**src/rtl/requant_pkg.sv**
```systemverilog
// -----------------------------------------------------------------------------
// requant_pkg
// Shared widths, the per-channel coefficient type and the rounding/saturating
// narrowing function used by output_requantizer.
//
// Contents:
//   C_OUT_DEF/OH_DEF/OW_DEF  default frame geometry (channels, height, width)
//   IN_WIDTH..SHIFT_WIDTH    datapath widths
//   coef_t                   {mult, shift} per output channel
//   COEF_IDENTITY            mult=1, shift=0
//   sat_round()              rounding arithmetic right shift + saturation
// -----------------------------------------------------------------------------
package requant_pkg;

   localparam int C_OUT_DEF   = 64;
   localparam int OH_DEF      = 30;
   localparam int OW_DEF      = 30;

   localparam int IN_WIDTH    = 16;
   localparam int OUT_WIDTH   = 8;
   localparam int MULT_WIDTH  = 16;
   localparam int SHIFT_WIDTH = 5;

   localparam int PROD_WIDTH  = IN_WIDTH + MULT_WIDTH;
   // One guard bit so that adding the rounding constant to an extreme
   // product cannot wrap around.
   localparam int RND_WIDTH   = PROD_WIDTH + 1;

   localparam logic signed [RND_WIDTH-1:0] SAT_MAX = RND_WIDTH'((2 ** (OUT_WIDTH - 1)) - 1);
   localparam logic signed [RND_WIDTH-1:0] SAT_MIN = RND_WIDTH'(-(2 ** (OUT_WIDTH - 1)));

   typedef struct packed {
      logic signed [MULT_WIDTH-1:0]  mult;
      logic        [SHIFT_WIDTH-1:0] shift;
   } coef_t;

   localparam coef_t COEF_IDENTITY = '{mult: MULT_WIDTH'(1), shift: '0};

   // Round half up (towards +inf on ties), arithmetic shift, then clamp to the
   // signed OUT_WIDTH range.
   function automatic logic signed [OUT_WIDTH-1:0] sat_round(
      input logic signed [PROD_WIDTH-1:0]  prod,
      input logic        [SHIFT_WIDTH-1:0] shift
   );
      logic signed [RND_WIDTH-1:0] wide;
      logic signed [RND_WIDTH-1:0] half;
      logic signed [RND_WIDTH-1:0] r;
      wide = RND_WIDTH'(prod);
      half = '0;
      if (shift != '0) begin
         half = RND_WIDTH'(1) << (shift - 1'b1);
         r    = (wide + half) >>> shift;
      end else begin
         r    = wide;
      end
      if (r > SAT_MAX) begin
         return SAT_MAX[OUT_WIDTH-1:0];
      end else if (r < SAT_MIN) begin
         return SAT_MIN[OUT_WIDTH-1:0];
      end
      return r[OUT_WIDTH-1:0];
   endfunction

endpackage : requant_pkg

```
**src/rtl/axis_skid_buffer.sv**
```systemverilog
// -----------------------------------------------------------------------------
// axis_skid_buffer
// Two-entry elastic register for an AXI-Stream-like handshake. The output is
// fully registered and in_ready is a flop ("second entry empty"), so there is
// no combinational path from out_ready to in_ready.
//
// Ports:
//   clk, rst            clock, asynchronous active-high reset
//   in_data/in_valid    upstream beat
//   in_ready            registered: 1 when the spare entry is free
//   out_data/out_valid  registered downstream beat (stable while stalled)
//   out_ready           downstream ready
// -----------------------------------------------------------------------------
module axis_skid_buffer
   import requant_pkg::*;
#(
   parameter int WIDTH = OUT_WIDTH + 1
) (
   input  logic             clk,
   input  logic             rst,
   input  logic [WIDTH-1:0] in_data,
   input  logic             in_valid,
   output logic             in_ready,
   output logic [WIDTH-1:0] out_data,
   output logic             out_valid,
   input  logic             out_ready
);

   logic [WIDTH-1:0] main_data_q, main_data_d;
   logic [WIDTH-1:0] skid_data_q, skid_data_d;
   logic             main_valid_q, main_valid_d;
   logic             skid_valid_q, skid_valid_d;
   logic             ready_q, ready_d;
   logic             in_fire;

   // NOTE: every variable written here gets a default first, so no path
   // leaves a value unassigned and no latch is inferred.
   always_comb begin
      in_fire      = in_valid & ready_q;
      main_data_d  = main_data_q;
      main_valid_d = main_valid_q;
      skid_data_d  = skid_data_q;
      skid_valid_d = skid_valid_q;

      if (!main_valid_q || out_ready) begin
         // Output register is free (or draining this cycle): refill it,
         // oldest beat first.
         if (skid_valid_q) begin
            main_valid_d = 1'b1;
            main_data_d  = skid_data_q;
            skid_valid_d = 1'b0;
         end else begin
            main_valid_d = in_fire;
            if (in_fire) begin
               main_data_d = in_data;
            end
         end
      end else if (in_fire) begin
         // Output is stalled: park the beat that was already promised a slot.
         skid_valid_d = 1'b1;
         skid_data_d  = in_data;
      end

      ready_d = ~skid_valid_d;
   end

   // NOTE: sequential state uses non-blocking assignments so every flop
   // samples the pre-edge values regardless of statement order.
   always_ff @(posedge clk or posedge rst) begin
      if (rst) begin
         main_data_q  <= '0;
         main_valid_q <= 1'b0;
         skid_data_q  <= '0;
         skid_valid_q <= 1'b0;
         ready_q      <= 1'b0;
      end else begin
         main_data_q  <= main_data_d;
         main_valid_q <= main_valid_d;
         skid_data_q  <= skid_data_d;
         skid_valid_q <= skid_valid_d;
         ready_q      <= ready_d;
      end
   end

   assign in_ready  = ready_q;
   assign out_data  = main_data_q;
   assign out_valid = main_valid_q;

endmodule : axis_skid_buffer

```
**src/rtl/output_requantizer.sv**
```systemverilog
// -----------------------------------------------------------------------------
// output_requantizer
// Consumes the convolution engine's accumulator stream (channel innermost),
// applies a per-channel multiply, rounding right shift and saturation down to
// OUT_WIDTH, regenerates frame tlast and flags producer tlast mismatches.
//
// Ports:
//   ap_clk, ap_rst            clock, asynchronous active-high reset
//   s_axis_acc_*              signed accumulator input stream (tdata/tvalid/
//                             tready/tlast)
//   cfg_wr_en/addr/mult/shift per-channel coefficient write port
//   m_axis_q_*                requantized output stream, tlast generated
//   err_tlast                 one-cycle pulse, one cycle after an input beat
//                             whose tlast disagrees with the generated one
//
// Pipeline: S1 {product, shift, last} -> S2 {rounded/saturated, last} -> skid.
// The whole pipeline advances together whenever the skid buffer can take a
// beat; that same registered signal is the input tready.
// -----------------------------------------------------------------------------
module output_requantizer
   import requant_pkg::*;
#(
   parameter int C_OUT = C_OUT_DEF,
   parameter int OH    = OH_DEF,
   parameter int OW    = OW_DEF
) (
   input  logic                          ap_clk,
   input  logic                          ap_rst,
   input  logic signed [IN_WIDTH-1:0]    s_axis_acc_tdata,
   input  logic                          s_axis_acc_tvalid,
   output logic                          s_axis_acc_tready,
   input  logic                          s_axis_acc_tlast,
   input  logic                          cfg_wr_en,
   input  logic [$clog2(C_OUT)-1:0]      cfg_addr,
   input  logic signed [MULT_WIDTH-1:0]  cfg_mult,
   input  logic [SHIFT_WIDTH-1:0]        cfg_shift,
   output logic signed [OUT_WIDTH-1:0]   m_axis_q_tdata,
   output logic                          m_axis_q_tvalid,
   input  logic                          m_axis_q_tready,
   output logic                          m_axis_q_tlast,
   output logic                          err_tlast
);

   localparam int CH_W   = $clog2(C_OUT);
   localparam int PIXELS = OH * OW;
   localparam int PIX_W  = $clog2(PIXELS);

   localparam logic [CH_W-1:0]  CH_LAST  = CH_W'(C_OUT - 1);
   localparam logic [PIX_W-1:0] PIX_LAST = PIX_W'(PIXELS - 1);

   // ---------------------------------------------------------------- control
   logic advance;
   logic s_fire;
   logic last_gen;

   // ------------------------------------------------------ coefficient table
   coef_t coef_q [C_OUT];
   coef_t coef_d [C_OUT];
   coef_t coef_sel;

   always_comb begin
      coef_d = coef_q;
      if (cfg_wr_en && (int'(cfg_addr) < C_OUT)) begin
         coef_d[cfg_addr] = '{mult: cfg_mult, shift: cfg_shift};
      end
   end

   // NOTE: this small register file is deliberately reset (to identity) so a
   // reset always leaves a usable table; a large RAM would not be reset.
   always_ff @(posedge ap_clk or posedge ap_rst) begin
      if (ap_rst) begin
         for (int i = 0; i < C_OUT; i++) begin
            coef_q[i] <= COEF_IDENTITY;
         end
      end else begin
         coef_q <= coef_d;
      end
   end

   // -------------------------------------------------- counters and checker
   logic [CH_W-1:0]  ch_q, ch_d;
   logic [PIX_W-1:0] pix_q, pix_d;
   logic             err_tlast_q, err_tlast_d;

   always_comb begin
      s_fire      = s_axis_acc_tvalid & advance;
      last_gen    = (ch_q == CH_LAST) && (pix_q == PIX_LAST);
      ch_d        = ch_q;
      pix_d       = pix_q;
      err_tlast_d = 1'b0;

      if (s_fire) begin
         err_tlast_d = (s_axis_acc_tlast != last_gen);
         if (s_axis_acc_tlast) begin
            // Producer's frame boundary wins: resynchronise on it whether it
            // came early, on time or late.
            ch_d  = '0;
            pix_d = '0;
         end else if (ch_q == CH_LAST) begin
            ch_d  = '0;
            pix_d = (pix_q == PIX_LAST) ? '0 : pix_q + 1'b1;
         end else begin
            ch_d  = ch_q + 1'b1;
         end
      end
   end

   always_ff @(posedge ap_clk or posedge ap_rst) begin
      if (ap_rst) begin
         ch_q        <= '0;
         pix_q       <= '0;
         err_tlast_q <= 1'b0;
      end else begin
         ch_q        <= ch_d;
         pix_q       <= pix_d;
         err_tlast_q <= err_tlast_d;
      end
   end

   // --------------------------------------------------------------- pipeline
   logic signed [PROD_WIDTH-1:0] prod;

   logic                         s1_valid_q, s1_valid_d;
   logic signed [PROD_WIDTH-1:0] s1_prod_q,  s1_prod_d;
   logic [SHIFT_WIDTH-1:0]       s1_shift_q, s1_shift_d;
   logic                         s1_last_q,  s1_last_d;

   logic                         s2_valid_q, s2_valid_d;
   logic signed [OUT_WIDTH-1:0]  s2_data_q,  s2_data_d;
   logic                         s2_last_q,  s2_last_d;

   always_comb begin
      // Table is read before this cycle's cfg write lands, so a same-cycle
      // write to the active channel takes effect from the next beat.
      coef_sel   = coef_q[ch_q];
      prod       = PROD_WIDTH'(s_axis_acc_tdata) * PROD_WIDTH'($signed(coef_sel.mult));

      s1_valid_d = s1_valid_q;
      s1_prod_d  = s1_prod_q;
      s1_shift_d = s1_shift_q;
      s1_last_d  = s1_last_q;
      s2_valid_d = s2_valid_q;
      s2_data_d  = s2_data_q;
      s2_last_d  = s2_last_q;

      if (advance) begin
         s1_valid_d = s_fire;
         s1_prod_d  = prod;
         s1_shift_d = coef_sel.shift;
         s1_last_d  = last_gen;
         s2_valid_d = s1_valid_q;
         s2_data_d  = sat_round(s1_prod_q, s1_shift_q);
         s2_last_d  = s1_last_q;
      end
   end

   always_ff @(posedge ap_clk or posedge ap_rst) begin
      if (ap_rst) begin
         s1_valid_q <= 1'b0;
         s1_prod_q  <= '0;
         s1_shift_q <= '0;
         s1_last_q  <= 1'b0;
         s2_valid_q <= 1'b0;
         s2_data_q  <= '0;
         s2_last_q  <= 1'b0;
      end else begin
         s1_valid_q <= s1_valid_d;
         s1_prod_q  <= s1_prod_d;
         s1_shift_q <= s1_shift_d;
         s1_last_q  <= s1_last_d;
         s2_valid_q <= s2_valid_d;
         s2_data_q  <= s2_data_d;
         s2_last_q  <= s2_last_d;
      end
   end

   // ------------------------------------------------------------ output skid
   logic [OUT_WIDTH:0] skid_in;
   logic [OUT_WIDTH:0] skid_out;

   assign skid_in = {s2_last_q, s2_data_q};

   // S2 is offered to the skid every cycle; it is consumed exactly when the
   // pipeline advances, since both use the skid's registered ready.
   axis_skid_buffer #(
      .WIDTH (OUT_WIDTH + 1)
   ) u_skid (
      .clk       (ap_clk),
      .rst       (ap_rst),
      .in_data   (skid_in),
      .in_valid  (s2_valid_q),
      .in_ready  (advance),
      .out_data  (skid_out),
      .out_valid (m_axis_q_tvalid),
      .out_ready (m_axis_q_tready)
   );

   assign m_axis_q_tdata    = skid_out[OUT_WIDTH-1:0];
   assign m_axis_q_tlast    = skid_out[OUT_WIDTH];
   assign s_axis_acc_tready = advance;
   assign err_tlast         = err_tlast_q;

endmodule : output_requantizer
```
**config.mk**
```make
export PLATFORM = sky130hd
export DESIGN_NAME = output_requantizer
export DESIGN_NICKNAME = d
export VERILOG_FILES = /design/src/rtl/requant_pkg.sv /design/src/rtl/axis_skid_buffer.sv /design/src/rtl/output_requantizer.sv
export SDC_FILE = /design/constraint.sdc
export NUM_CORES = 2
export LEC_CHECK = 0
export BUFFER_PORTS_ARGS = -buffer_cell sky130_fd_sc_hd__clkbuf_2
export CORE_MARGIN = 2
export CORE_UTILIZATION = 35
export DETAILED_ROUTE_END_ITERATION = 16
export PLACE_DENSITY = 0.58
export SYNTH_ARGS = -nofsm -noshare
export SYNTH_HDL_FRONTEND = slang
export SYNTH_SLANG_ARGS = --single-unit
```
**constraint.sdc**
```tcl
create_clock -name ap_clk -period 52.7 [get_ports ap_clk]
set_input_delay 2.635 -clock ap_clk [delete_from_list [all_inputs] [get_ports ap_clk]]
set_output_delay 2.635 -clock ap_clk [all_outputs]
set_load 0.05 [all_outputs]
```
## Word-level counts from Yosys, hierarchy flattened

Cells that the tools add are included.

- Register bits after elaboration: 1431
- Word-level logic and storage cells: 199

- Add/sub/neg operators: 4
- Multipliers: 1
- Order comparisons: 5
- Eq/ne operators: 3
- Shift-type cells: 2
- Mux-type cells: 25
- Bitwise operators: 6
- Reductions and logical operators: 10

Operators by type and width:

| operator | count |
|---|---|
| $bwmux W1344 | 1 |
| $bmux W21 S6 | 1 |
| $demux W21 S6 | 1 |
| $mux W33 | 2 |
| $mux W21 | 3 |
| $add A32 B33 Y33 | 1 |
| $gt A33 B8 Y1 const B | 1 |
| $lt A33 B8 Y1 const B | 1 |
| $shl A1 B5 Y33 const A | 1 |
| $sshr A33 B5 Y33 | 1 |
| $mul A16 B16 Y32 | 1 |
| $mux W10 | 3 |
| $mux W8 | 3 |
| $mux W9 | 2 |
| $ge A7 B7 Y1 const B | 2 |
| $not A6 Y7 | 2 |
| $mux W6 | 2 |
| $add A10 B1 Y10 const B | 1 |
| $eq A10 B10 Y1 const B | 1 |
| $lt A7 B1 Y1 const B | 1 |
| $mux W1 | 7 |
| $add A6 B1 Y6 const B | 1 |
| $eq A6 B6 Y1 const B | 1 |
| $reduce_and A2 Y1 | 3 |
| other kinds (9) | 13 |

## Logic depth before layout (Yosys ltp)

- Word-level depth: 11
- Depth in mapped cells: 31

## Cells and area by module

A second synthesis with hierarchy kept.

- Cells, all modules: 5848
- Area, all modules: 79695.2 sq um

Modules (own cells, without submodules):

| module | instances | cells an instance | area an instance (sq um) |
|---|---|---|---|
| output_requantizer | 1 | 5790 | 78770.5 |
| axis_skid_buffer | 1 | 58 | 924.6 |

## Worst setup path before layout

No wires, ideal clock.

- Kind: reg-to-reg
- From: register ch_q[0]
- To: register s1_prod_q[31]
- Data arrival time: 8851 ps
- Required time: 52580 ps
- Setup slack: 43729 ps
- Cell stages (with the launch flop): 29
- Path buffers: 4
- Path through: dfrtp_1 -> clkbuf_1 -> clkbuf_1 -> buf_1 -> mux4_2 -> mux4_2 -> mux4_2 -> clkbuf_1 -> and2_1 -> fa_1 -> fa_1 -> fa_1 -> inv_1 -> fa_1 -> inv_1 -> fa_1 -> fa_1 -> ha_1 -> or2_2 -> a21oi_1 -> a21oi_1 -> a41o_1 -> o41a_1 -> a211oi_1 -> a211oi_1 -> nor2_1 -> a21oi_1 -> or3_1 -> a31o_2

- Word-level cells in the longest chain between the ends: 5

RTL lines:

| item | RTL line | RTL |
|---|---|---|
| start, declared | output_requantizer.sv:81 | `logic [CH_W-1:0] ch_q, ch_d;` |
| start signal, assigned | output_requantizer.sv:114 | `ch_q <= ch_d;` |
| $not A6 Y7 (not written as such) | output_requantizer.sv:135 | `coef_sel = coef_q[ch_q];` |
| $bmux W21 S6 | output_requantizer.sv:135 |  |
| $mux W21 (not written as such) (2 in a row) | output_requantizer.sv:135 |  |
| $mul A16 B16 Y32 | output_requantizer.sv:136 | `prod = PROD_WIDTH'(s_axis_acc_tdata) * PROD_WIDTH'($signed(coef_sel.mult));` |
| end signal, assigned | output_requantizer.sv:168 | `s1_prod_q <= s1_prod_d;` |
| end, declared | output_requantizer.sv:124 | `logic signed [PROD_WIDTH-1:0] s1_prod_q, s1_prod_d;` |

Every way passes these cells. The select of a mux whose other input is x is not followed.
A chain may end at the register's enable or synchronous reset.

## Worst setup path in the final report

Same ends and word-level chain as after synthesis.

==> reports/results.md <==
| Parameter | This run | Unit |
|:---|:---|:---|
| Gate count after technology mapping | 5783 | - |
| IR drop worst, VDD | 0.1389 | mV |
| Starting DRC count in detailed routing | 3425 | - |
| Path category of the worst min-delay check | flop to flop | - |
| Worst setup EP type | flop | - |
| Number of routed nets with antenna violations | 0 | - |
| Clock tree from TritonCTS | built | - |
| Hold Path End | coef_q[711] | - |
| Adder-cell area share of the yosys netlist | 8.501 | % |
| First-pass iteration count of the detailed router | 8 | - |
| Inserted Clock Buffers | 154 | - |
| Core outline area | 0.2247 | mm² |
| Height of the die | 479.1 | µm |
| # nets final | 6075 | - |
| Number of antenna violations at the first check in global routing | 9 | - |
| First-pass GRT wire length | 334800 | µm |
| Horiz. Die Dim | 479.1 | µm |
| Crit path launch type | flop | - |
| Leading area contributor after synthesis | sky130_fd_sc_hd__dfrtp_1 | - |
| Count of flip-flops with a built-in enable after synthesis | 0 | - |
| Final setup vio count | 0 | - |
| Number of gates given a new drive strength after cts | 0 | - |
| Power, Total | 0.005699 | W |
| Share of the yosys chip area belonging to registers | 45.42 | % |
| Worst Path Max Fanout | 40 | - |
| Distinct cells, synth | 100 | - |
| Largest net degree at the start of global routing | 110 | - |
| Total negative setup slack | 0 | ns |
| Endpoint arrival time on the critical path | 12.21 | ns |
| I/O Pins | 61 | - |
| Weighted congestion at the end of routability-driven global placement | 0.8742 | - |
| Vias in the first global route | 51410 | - |
| Part of the cycle the worst path needs | 21.91 | % |
| Max_slew headroom | 17.26 | % |
| Most used flip-flop cell after synthesis | sky130_fd_sc_hd__dfrtp_1 | - |
| Synth Warn # | 0 | - |
| FFs w/ async S/R, synth | 100.0 | % |
| Placed Area | 0.08239 | mm² |
| XOR/XNOR Fraction of Synth Area | 0.6208 | % |
| PortBufs | 60 | - |
| Area Growth Syn to Fin | 10.95 | % |
| Post-CTS Setup Bufs | 0 | - |
| Number of filler instances in the final layout | 21100 | - |
| Longest individual stage delay on the worst path | 0.99 | ns |
| Most used standard cells in the synthesized netlist | 1386 x sky130_fd_sc_hd__mux2_2, 1367 x sky130_fd_sc_hd__dfrtp_1, 446 x sky130_fd_sc_hd__mux4_2 | - |
| Largest clock skew in the final design | 0.04712 | ns |
| Path type of the worst setup path | flop to flop | - |
| Routed WL per cell | 24.86 | µm |
| Share of the synthesized area in the top cell type | 43.30 | % |
| Vias | 48160 | - |
| Number of slew-limit violations in the final report | 0 | - |
| Multi-input logic area | 0.04031 | mm² |
| Maximum buffer depth of the clock tree | 3 | - |
| Portion of netlist area occupied by mux cells | 32.93 | % |
| Number of storage elements in the synthesis netlist | 1431 | - |
| Reg-to-reg slack, setup | 41.15 | ns |
| Leading post-synthesis cells by cell area | sky130_fd_sc_hd__dfrtp_1 43%, sky130_fd_sc_hd__mux2_2 20%, sky130_fd_sc_hd__mux4_2 13% | - |
| Pwr per Cell Area | 65.01 | mW/mm² |
| H-tree level count | 4 | - |
| Dominant cell by count in the synthesized netlist | sky130_fd_sc_hd__mux2_2 | - |
| Achievable clock frequency | 0.08660 | GHz |
| Count of hold buffers inserted by post-cts repair | 0 | - |
| Synthesized area per cell | 13.66 | µm² |
| Detailed-route wire length | 217900 | µm |
| Startpoint of the lowest-slack hold path | coef_q[711] | - |
| Reg clk slew, reported paths | 0.06 | ns |
| Leak | 39.29 | nW |
| Main combinational cell family by area after synthesis | multiplexers | - |
| Post-synthesis cell area | 0.07901 | mm² |
| Nets in the synthesized netlist | 6211 | - |
| Global Route Usage Sum | 19.19 | % |
| Data required time of the critical path | 53.36 | ns |
| Die area | 0.2296 | mm² |
| Initial core utilization | 35.17 | % |
| Outcome | completed | - |
| Remaining global-route overflow | 0 | - |
| Hold Path Cell Cnt | 1 | - |
| Highest-delay cell along the critical path | sky130_fd_sc_hd__dfrtp_4 | - |
| FF/Latch Area | 0.03591 | mm² |
| Via-to-Cell Ratio | 5.494 | - |
| Most common cell type on the critical path | sky130_fd_sc_hd__fa_1 | - |
| RSZ-0062 raised after global routing | false | - |
| Clock network latency to the later pin of the worst-skew pair | 0.81 | ns |
| Post-DP HPWL | 135100 | µm |
| Area fraction in and, or, nand and nor cells after synthesis | 5.139 | % |
| Library cell used as clock root buffer | sky130_fd_sc_hd__clkbuf_16 | - |
| Share of the synthesized area in compound gates (AO/OA/AOI/OAI) | 3.668 | % |
| Crit path time final | 11.55 | ns |
| Measured slew at the worst slew-check pin | 1.238 | ns |
| Register-to-Register Path Depth | 28 | - |
| Post-route standard cell area excluding fillers | 0.08766 | mm² |
| Fin. Hold Viols | 0 | - |
| Fraction of layout instances using a drive strength above 1 | 41.97 | % |
| Reg-to-Reg Start | ch_q[0] | - |
| Std cell rows | 174 | - |
| Maximum capacitance violations | 0 | - |
| Endpoint of the worst-slack reg-to-reg timing path | s1_prod_q[31] | - |
| Number of design rule violations left after detail routing | 0 | - |
| Count of clock tree sinks | 1431 | - |
-- placed cells by master, fill, tap and decap left out, types with 15 or more instances in the layout --
| master | synthesis | routed |
|---|---|---|
| sky130_fd_sc_hd__mux2_2 | 1386 | 1386 |
| sky130_fd_sc_hd__dfrtp_1 | 1367 | 1361 |
| sky130_fd_sc_hd__mux4_2 | 446 | 446 |
| sky130_fd_sc_hd__nand2_1 | 304 | 304 |
| sky130_fd_sc_hd__inv_1 | 286 | 285 |
| sky130_fd_sc_hd__fa_1 | 263 | 263 |
| sky130_fd_sc_hd__nor2_1 | 202 | 171 |
| sky130_fd_sc_hd__clkbuf_16 | 0 | 156 |
| sky130_fd_sc_hd__buf_4 | 0 | 131 |
| sky130_fd_sc_hd__and2_1 | 120 | 120 |
| sky130_fd_sc_hd__ha_1 | 116 | 116 |
| sky130_fd_sc_hd__a21oi_1 | 96 | 96 |
| sky130_fd_sc_hd__o21ai_0 | 78 | 78 |
| sky130_fd_sc_hd__dfstp_2 | 64 | 64 |
| sky130_fd_sc_hd__clkbuf_2 | 0 | 60 |
| sky130_fd_sc_hd__nand3_1 | 46 | 46 |
| sky130_fd_sc_hd__clkbuf_8 | 0 | 44 |
| sky130_fd_sc_hd__nor3_1 | 42 | 41 |
| sky130_fd_sc_hd__xnor2_1 | 38 | 38 |
| sky130_fd_sc_hd__mux2i_1 | 35 | 35 |
| sky130_fd_sc_hd__clkbuf_1 | 348 | 33 |
| sky130_fd_sc_hd__a211oi_1 | 24 | 24 |
| sky130_fd_sc_hd__nor2_2 | 1 | 22 |
| sky130_fd_sc_hd__nand4_1 | 21 | 21 |
| sky130_fd_sc_hd__and3_1 | 21 | 21 |
| sky130_fd_sc_hd__o211ai_1 | 21 | 21 |
| sky130_fd_sc_hd__clkinv_2 | 0 | 21 |
| sky130_fd_sc_hd__a21o_1 | 20 | 20 |
| sky130_fd_sc_hd__xor2_1 | 18 | 18 |
| sky130_fd_sc_hd__or3_1 | 16 | 16 |
| sky130_fd_sc_hd__nand2b_1 | 16 | 16 |
| sky130_fd_sc_hd__or2_2 | 15 | 15 |
| sky130_fd_sc_hd__nor4_1 | 15 | 15 |
-- stage by stage --
step                util, %  std cells  setup slack [ns]  hold WS, ns
CTS                   39.02       8763             41.00       0.4961
global route          39.02       8763             40.37       0.5044
floorplan                 -       5783             9.815       0.4496
finish                39.02       8765             41.15       0.4985
detailed placement    36.67       8483             41.06       0.4820
global placement      36.67       8483             41.06       0.4624
-- layout make-up --
| type | instances | area share [%] |
|---|---|---|
| Multi-Input combinational cell | 3576 | 45.99 |
| Tap cell | 2992 | 4.270 |
| Antenna cell | 2 | 0.005709 |
| Clock inverter | 47 | 0.7251 |
| Inverter | 291 | 1.255 |
| Clock buffer | 233 | 5.285 |
| Timing Repair Buffer | 193 | 1.510 |
| Sequential cell | 1431 | 40.96 |
-- power breakdown --
group,internal (W),switching [W],total (W),leakage (nW)
clock network,0.000651,0.000465,0.00112,2.59
logic,0.00144,0.00174,0.00318,18.0
registers,0.00129,0.000114,0.00141,18.7
total,0.00338,0.00231,0.00570,39.3
-- worst max-delay path: cells and delay by family (launching register included) --
family / cells / cell delay [ns]
muxes: 3 / 1.95
DFF: 1 / 0.99
buffers and inverters: 6 / 2.39
and+or+nand+nor: 4 / 0.97
adders and majority gates: 7 / 3.13
AOI/OAI and AO/OA: 8 / 1.88
-- kinds of logic (layout without fill, tap and decap cells) --
group,after synthesis,after routing
AO/OA/AOI/OAI,416,416
AND/OR/NAND/NOR,857,857
other,0,2
XOR/XNOR,56,56
multiplexers,1868,1868
flip-flops,1431,1431
buffers and inverters,776,764
adder cells (fa/ha/maj),379,379
-- worst max path at each step --
stage             from             to  slack, ns  cells after the start
2_1_floorplan   ap_rst        ch_q[0]       9.81                      1
3_3_place_gp   ch_q[0]  s1_prod_q[31]      41.06                     28
3_5_place_dp   ch_q[0]  s1_prod_q[31]      41.06                     28
4_1_cts        ch_q[0]  s1_prod_q[31]      41.00                     28
5_1_grt        ch_q[0]  s1_prod_q[28]      40.37                     29
6_report       ch_q[0]  s1_prod_q[31]      41.15                     28
-- registers in the layout, summed over array words and instances (netlist names) --
| signal | cells |
|---|---|
| s2_last_q | 1 |
| s2_valid_q | 1 |
| u_skid.out_data | 9 |
| u_skid.in_ready | 1 |
| s1_prod_q | 32 |
| s2_data_q | 8 |
| pix_q | 10 |
| u_skid.skid_data_q | 9 |
| ch_q | 6 |
| coef_q | 1344 |
| u_skid.skid_valid_q | 1 |
| s1_last_q | 1 |
| err_tlast | 1 |
| s1_shift_q | 5 |
| s1_valid_q | 1 |
| u_skid.out_valid | 1 |
-- layer usage --
metal / wire length [µm] / track usage, % / up-vias
li1: - / - / 20530
met1: 94830 / 25.96 / 26150
met2: 107700 / 32.36 / 1158
met3: 9555 / 2.561 / 306
met4: 5702 / 5.205 / 12
met5: 85 / 0 / -
(Power assumes the default switching activity.)
